`config.mk`:
```
export PLATFORM = sky130hd
export DESIGN_NAME = quad_encoder_array_flat
export DESIGN_NICKNAME = d
export VERILOG_FILES = /design/src/rtl/quad_encoder_array_if.sv /design/src/rtl/quad_encoder_array.sv /design/src/flat_wrapper.sv
export SDC_FILE = /design/constraint.sdc
export NUM_CORES = 1
export LEC_CHECK = 0
export ABC_AREA = 1
export ABC_CLOCK_PERIOD_IN_PS = 5210
export CORE_ASPECT_RATIO = 1.25
export CORE_MARGIN = 2
export CORE_UTILIZATION = 50
export CTS_CLUSTER_DIAMETER = 50
export DETAILED_ROUTE_END_ITERATION = 6
export PLACE_DENSITY = 0.7
export SYNTH_ARGS = -nofsm -noshare
export SYNTH_HDL_FRONTEND = slang
export SYNTH_SLANG_ARGS = --single-unit
export TNS_END_PERCENT = 20
```
`constraint.sdc`:
```
create_clock -name clk -period 5.21 [get_ports clk]
set_input_delay 0.521 -clock clk [delete_from_list [all_inputs] [get_ports clk]]
set_output_delay 0.521 -clock clk [all_outputs]
set_load 0.01 [all_outputs]
```
`src/rtl/quad_encoder_array_if.sv`:
```
// Signal bundle between the encoder pins/controls and the quad_encoder_array front end.
// The master drives the raw A/B pins and controls; the slave returns positions, velocities and flags.
interface quad_encoder_array_if #(
  parameter int unsigned CHANNELS    = 2,
  parameter int unsigned COUNT_WIDTH = 24,
  parameter int unsigned VEL_WIDTH   = 16
);
  logic [CHANNELS-1:0]             quad_a;
  logic [CHANNELS-1:0]             quad_b;
  logic [CHANNELS-1:0]             zero;
  logic [CHANNELS-1:0]             error_clear;
  logic [CHANNELS*COUNT_WIDTH-1:0] count;
  logic [CHANNELS*VEL_WIDTH-1:0]   velocity;
  logic                            vel_valid;
  logic [CHANNELS-1:0]             error;

  modport master (
    output quad_a, quad_b, zero, error_clear,
    input  count, velocity, vel_valid, error
  );

  modport slave (
    input  quad_a, quad_b, zero, error_clear,
    output count, velocity, vel_valid, error
  );
endinterface

```
`src/rtl/quad_encoder_array.sv`:
```
// N-channel quadrature front end: sync, glitch filter, x4 decode, wrapping position,
// sticky illegal-transition flag and a shared fixed-gate velocity estimate.
module quad_encoder_array #(
  parameter int unsigned CHANNELS      = 2,
  parameter int unsigned COUNT_WIDTH   = 24,
  parameter int unsigned FILTER_CYCLES = 100,
  parameter int unsigned VEL_PERIOD    = 32000,
  parameter int unsigned VEL_WIDTH     = 16
) (
  input logic                 clk,
  input logic                 reset_n,
  quad_encoder_array_if.slave bus
);

  localparam int unsigned StabW = $clog2(FILTER_CYCLES + 1);
  localparam int unsigned GateW = $clog2(VEL_PERIOD);
  localparam logic [StabW-1:0] StabMax  = StabW'(FILTER_CYCLES);
  localparam logic [StabW-1:0] StabLast = StabW'(FILTER_CYCLES - 1);
  localparam logic [GateW-1:0] GateLast = GateW'(VEL_PERIOD - 1);
  localparam logic [VEL_WIDTH-1:0] VelMax = {1'b0, {(VEL_WIDTH - 1){1'b1}}};
  localparam logic [VEL_WIDTH-1:0] VelMin = {1'b1, {(VEL_WIDTH - 1){1'b0}}};

  logic [GateW-1:0] gate_q;
  logic             gate_end;
  logic             vel_valid_q;
  logic [CHANNELS*COUNT_WIDTH-1:0] count_all;
  logic [CHANNELS*VEL_WIDTH-1:0]   velocity_all;
  logic [CHANNELS-1:0]             error_all;

  assign gate_end = (gate_q == GateLast);

  always_ff @(posedge clk or negedge reset_n) begin
    if (!reset_n) begin
      gate_q      <= '0;
      vel_valid_q <= 1'b0;
    end else begin
      gate_q      <= gate_end ? '0 : gate_q + GateW'(1);
      vel_valid_q <= gate_end;
    end
  end

  for (genvar i = 0; i < CHANNELS; i++) begin : g_ch
    logic [1:0]             meta_q, sync_q, prev_q, acc_q;
    logic [StabW-1:0]       stab_q;
    logic                   init_q, err_q;
    logic                   stable, accept, step_up, step_dn, illegal;
    logic [COUNT_WIDTH-1:0] cnt_q, cnt_d, snap_q, diff;
    logic [COUNT_WIDTH-VEL_WIDTH:0] diff_upper;
    logic [VEL_WIDTH-1:0]   vel_q, vel_sat;

    // A level is taken only while it is also unchanged this cycle, so a change that lands on
    // the terminal stab count cannot slip through after a single cycle of stability.
    assign stable = (sync_q == prev_q);
    assign accept = stable && (stab_q == StabLast) && (!init_q || (sync_q != acc_q));

    always_comb begin
      step_up = 1'b0;
      step_dn = 1'b0;
      illegal = 1'b0;
      if (accept && init_q) begin
        case ({acc_q, sync_q})
          4'b0001, 4'b0111, 4'b1110, 4'b1000: step_up = 1'b1;
          4'b0100, 4'b1101, 4'b1011, 4'b0010: step_dn = 1'b1;
          default:                            illegal = 1'b1;
        endcase
      end
    end

    always_comb begin
      cnt_d = cnt_q;
      if (step_up) begin
        cnt_d = cnt_q + COUNT_WIDTH'(1);
      end else if (step_dn) begin
        cnt_d = cnt_q - COUNT_WIDTH'(1);
      end
      if (bus.zero[i]) begin
        cnt_d = '0;
      end
    end

    // Modulo difference stays correct across a position wrap; clamp it into the velocity range.
    always_comb begin
      diff       = cnt_d - snap_q;
      diff_upper = diff[COUNT_WIDTH-1:VEL_WIDTH-1];
      if ((diff_upper == '0) || (diff_upper == '1)) begin
        vel_sat = diff[VEL_WIDTH-1:0];
      end else if (diff[COUNT_WIDTH-1]) begin
        vel_sat = VelMin;
      end else begin
        vel_sat = VelMax;
      end
    end

    always_ff @(posedge clk or negedge reset_n) begin
      if (!reset_n) begin
        meta_q <= 2'b00;
        sync_q <= 2'b00;
        prev_q <= 2'b00;
        acc_q  <= 2'b00;
        stab_q <= '0;
        init_q <= 1'b0;
        err_q  <= 1'b0;
        cnt_q  <= '0;
        snap_q <= '0;
        vel_q  <= '0;
      end else begin
        meta_q <= {bus.quad_a[i], bus.quad_b[i]};
        sync_q <= meta_q;
        prev_q <= sync_q;
        if (!stable) begin
          stab_q <= '0;
        end else if (stab_q != StabMax) begin
          stab_q <= stab_q + StabW'(1);
        end
        if (accept) begin
          acc_q  <= sync_q;
          init_q <= 1'b1;
        end
        if (illegal) begin
          err_q <= 1'b1;
        end else if (bus.error_clear[i]) begin
          err_q <= 1'b0;
        end
        cnt_q <= cnt_d;
        if (gate_end) begin
          snap_q <= cnt_d;
          vel_q  <= vel_sat;
        end else if (bus.zero[i]) begin
          snap_q <= '0;
        end
      end
    end

    assign count_all[i*COUNT_WIDTH +: COUNT_WIDTH] = cnt_q;
    assign velocity_all[i*VEL_WIDTH +: VEL_WIDTH]  = vel_q;
    assign error_all[i]                            = err_q;
  end

  assign bus.count     = count_all;
  assign bus.velocity  = velocity_all;
  assign bus.error     = error_all;
  assign bus.vel_valid = vel_valid_q;

endmodule
```
`src/flat_wrapper.sv`:
```
// flat-port wrapper written by rule: the top's interface ports become plain ports
module quad_encoder_array_flat 
#(
  parameter int unsigned CHANNELS      = 2,
  parameter int unsigned COUNT_WIDTH   = 24,
  parameter int unsigned FILTER_CYCLES = 100,
  parameter int unsigned VEL_PERIOD    = 32000,
  parameter int unsigned VEL_WIDTH     = 16
)
  (clk, reset_n, bus_quad_a, bus_quad_b, bus_zero, bus_error_clear, bus_count, bus_velocity, bus_vel_valid, bus_error);
  quad_encoder_array_if #(.CHANNELS(CHANNELS), .COUNT_WIDTH(COUNT_WIDTH), .VEL_WIDTH(VEL_WIDTH)) bus_i ();
  input logic clk;
  input logic reset_n;
  input wire logic [$bits(bus_i.quad_a)-1:0] bus_quad_a;
  input wire logic [$bits(bus_i.quad_b)-1:0] bus_quad_b;
  input wire logic [$bits(bus_i.zero)-1:0] bus_zero;
  input wire logic [$bits(bus_i.error_clear)-1:0] bus_error_clear;
  output wire logic [$bits(bus_i.count)-1:0] bus_count;
  output wire logic [$bits(bus_i.velocity)-1:0] bus_velocity;
  output wire logic [$bits(bus_i.vel_valid)-1:0] bus_vel_valid;
  output wire logic [$bits(bus_i.error)-1:0] bus_error;
  assign bus_i.quad_a = bus_quad_a;
  assign bus_i.quad_b = bus_quad_b;
  assign bus_i.zero = bus_zero;
  assign bus_i.error_clear = bus_error_clear;
  assign bus_count = bus_i.count;
  assign bus_velocity = bus_i.velocity;
  assign bus_vel_valid = bus_i.vel_valid;
  assign bus_error = bus_i.error;
  quad_encoder_array #(.CHANNELS(CHANNELS), .COUNT_WIDTH(COUNT_WIDTH), .FILTER_CYCLES(FILTER_CYCLES), .VEL_PERIOD(VEL_PERIOD), .VEL_WIDTH(VEL_WIDTH)) u_core (.clk(clk), .reset_n(reset_n), .bus(bus_i));
endmodule
```
==> reports/qor.txt <==
Status: complete, but fails checks
Failing checks: DRC
Peak fanout along the critical path: 15
Area growth from synthesis to layout: 15.2%
Avg Cell Area, Syn: 7.07 um2
Synth Area in XOR/XNOR: 3.71%
Top cell family by delay on the critical path: simple AND/OR/NAND/NOR gates
Synth Area in Compound Gates: 13.5%
R2R Path Start: u_core.g_ch[0].stab_q[0]
Kind of critical path: register to register
Via count: 12000
Fin crit period: 4770 ps
Critical path required time: 5540 ps
Flops & latches, synth: 178
Seq/Total Area, Yosys: 35.6%
Met3 Track Usage GR: 3.41%
P_leak: 0.00729 uW
Num ports: 93
Worst-case vdd ir drop: 228 uV
Fin. max-slew vios: 0
Adder-cell area share of the yosys netlist: 6.21%
CP arrival: 5100 ps
DR WL/cell: 16.1 um
Most frequent CP cell: nand2_1
RSZ-0062 raised after global routing: false
Final instance area: 14400 um2
Worst Path Buf+Inv: 4
Cts bufs inserted: 17
Synth area leaders: dfrtp_1, nand2_1, inv_1
Die W: 146 um
Initial Util: 51.0%
Root Buffer: clkbuf_16
Total grt overflow: 0
Die footprint: 26300 um2
Area of the multi-input gates: 6970 um2
Detailed Routing Iterations Pass 1: 7
Initial antenna violation count: 0
Final hold vios: 0
Path length in cells of the critical path: 29
Initial DRC count: 904
CP startpoint: u_core.g_ch[0].stab_q[0]
Mapped Area: 12500 um2
Worst setup path endpoint: u_core.g_ch[0].vel_q[6]
Setup Total Neg Slack: 0 ps
Class of the worst hold path: input pin to async pin
FP Rows: 64
RePlAce Congestion: 0.972
H-tree Lvls: 4
Die Ht: 181 um
Reg clk slew, reported paths: 70 ps
Count of cell types in the netlist: 50
PD cells: 194 nW/um2
Worst relative slew slack: 52.2%
IO buf count: 92
Final Net Count: 1939
Clock sinks: 178
Cells after Synth: 1772
Hpwl dp: 27800 um
Synth area leader: dfrtp_1
Syn Nets: 1843
Aggregate routed wire length: 35700 um
Worst-Skew Late Latency: 450 ps
Routed vias/inst: 5.43
Flop-to-flop setup slack: 440 ps
Setup Viol. Count Final: 0
F_max: 0.210 GHz
Synth top area share: 35.6%
DRT antenna net count: 0
Most Used Layer, Global Route: met2
FF-to-FF End: u_core.g_ch[0].vel_q[6]
Worst-margin pin slew: 718 ps
Clk_skew: 15.7 ps
Number of diodes: 0
Largest family of logic cells by synthesized area: simple AND/OR/NAND/NOR gates
Placeable Area: 24600 um2
Gr usage total: 27.6%
Post-Synth Simple-Gate Area: 32.2%
Ys Warns: 0
DRC violations left: 3
Worst setup EP type: register
TritonCTS clock tree: yes
FF+latch area: 4450 um2
Slowest-stage cell, CP: ha_1
Number of max-cap violations: 0
Number of global-route vias before repair: 11700
Startpoint Class: register
Fillers: 2389
CTS max path bufs: 2
Post-synthesis mux area share: 0%
DP Area: 13800 um2
Final worst-path cycle share: 91.5%
Layout Utilization: 58.7%
Share of layout cells above drive strength 1: 6.70%
Met1 Use GR: 34.0%
Largest net degree at the start of global routing: 82
Max stage delay on crit path: 410 ps
Met2 Use GR: 48.5%
First-pass GRT wire length: 58900 um
Worst r2r path cells: 29
-- power breakdown --
part / leakage, uW / internal (uW) / switching (uW) / total, uW
Combinational: 0.00472 / 19.5 / 60.3 / 79.8
Clock: 0.000289 / 721 / 613 / 1330
Sequential: 0.00228 / 1390 / 5.72 / 1390
Total: 0.00729 / 2130 / 679 / 2810
-- worst min path at each step --
stage | from | end | slack, ps | depth (start not counted)
after global placement | u_core.g_ch[0].meta_q[1] | u_core.g_ch[0].sync_q[1] | 340 | 0
final | reset_n | u_core.g_ch[1].stab_q[5] | 120 | 1
after global routing | reset_n | u_core.g_ch[0].cnt_q[15] | 170 | 1
after detailed placement | u_core.g_ch[0].meta_q[0] | u_core.g_ch[0].sync_q[0] | 340 | 0
after floorplan | reset_n | u_core.bus.vel_valid | 230 | 0
after CTS | reset_n | u_core.g_ch[0].cnt_q[14] | 140 | 1
-- cells in the final DEF (no fill, tap or decap), drive strengths merged, types with 4 or more instances in the layout --
| cell type | netlist | layout |
|---|---|---|
| nor3 | 49 | 49 |
| a21oi | 134 | 134 |
| o21bai | 6 | 6 |
| nand3 | 110 | 110 |
| clkdlybuf4s50 | 0 | 91 |
| and3 | 10 | 10 |
| dfrtp | 178 | 178 |
| clkinv | 1 | 5 |
| a31oi | 9 | 9 |
| o21a | 7 | 7 |
| nor2 | 207 | 207 |
| xnor2 | 18 | 18 |
| nand4 | 60 | 60 |
| xor2 | 35 | 35 |
| inv | 242 | 249 |
| nor3b | 4 | 4 |
| o22ai | 8 | 8 |
| or2 | 11 | 11 |
| nor4 | 7 | 7 |
| nand2 | 437 | 437 |
| buf | 22 | 21 |
| o31ai | 6 | 6 |
| clkbuf | 14 | 18 |
| o21ai | 125 | 125 |
| ha | 59 | 59 |
-- cell type report --
class,instances,area share [%]
clock buffers,17,2.95
clock inverters,15,1.17
inverters,243,6.35
multi-input cells,1315,48.3
flip-flops and latches,178,30.9
well taps,330,2.86
repair buffers,113,7.50
-- kinds of logic after synthesis --
kind of cell	Yosys count
AOI/OAI and AO/OA	304
xor gates and xnor gates	53
adders and majority gates	61
buffers and inverters	279
DFF	178
and+or+nand+nor	897
-- flip-flops by register name, summed over array words and instances, names as in the netlist --
name and count:
u_core.g_ch.vel_q 32, u_core.g_ch.meta_q 4, u_core.gate_q 15, u_core.g_ch.sync_q 4
u_core.g_ch.snap_q 48, u_core.g_ch.cnt_q 48, u_core.bus.vel_valid 1, u_core.g_ch.err_q 2
u_core.g_ch.prev_q 4, u_core.g_ch.acc_q 4, u_core.g_ch.init_q 2, u_core.g_ch.stab_q 14
-- metal layers --
metal	share of wire, %	wire, um
met1	43	15300
met2	49	17600
met3	3.7	1330
met4	4.0	1440
met5	0	0
-- synthesized netlist by cell type (all sizes together) --
cell	instances
nor4	7
xnor2	18
inv	242
o32ai	2
a21oi	134
nand2	437
a41oi	1
or2	11
o22ai	8
o21bai	6
fa	2
nand3	110
nor2	207
ha	59
and3	10
dfrtp	178
nand3b	2
a21o	2
a31oi	9
a32oi	1
nand4	60
nor3	49
o21a	7
clkinv	1
xor2	35
a221oi	1
o21ai	125
buf	22
clkbuf	14
a22oi	2
nor3b	4
o31ai	6
-- through the flow --
step / hold slack [ps] / setup WS (ps) / cells / total power, uW
floorplan: 225 / 1340 / 1772 / 1450
global placement: 336 / 476 / 2177 / 1500
detailed placement: 336 / 333 / 2177 / 1500
CTS: 136 / 305 / 2209 / 2830
global route: 167 / 14.7 / 2211 / 2900
finish: 116 / 441 / 2211 / 2810
-- timing repair --
| action | 4_1_cts | 5_1_grt |
|---|---|---|
| buffers inserted | 0 | 2 |
| resized for setup | 0 | 3 |
| hold buffers | 0 | 0 |
| setup endpoints to repair | 0 | 15 |
No activity file was read; power rests on OpenSTA's default activity.
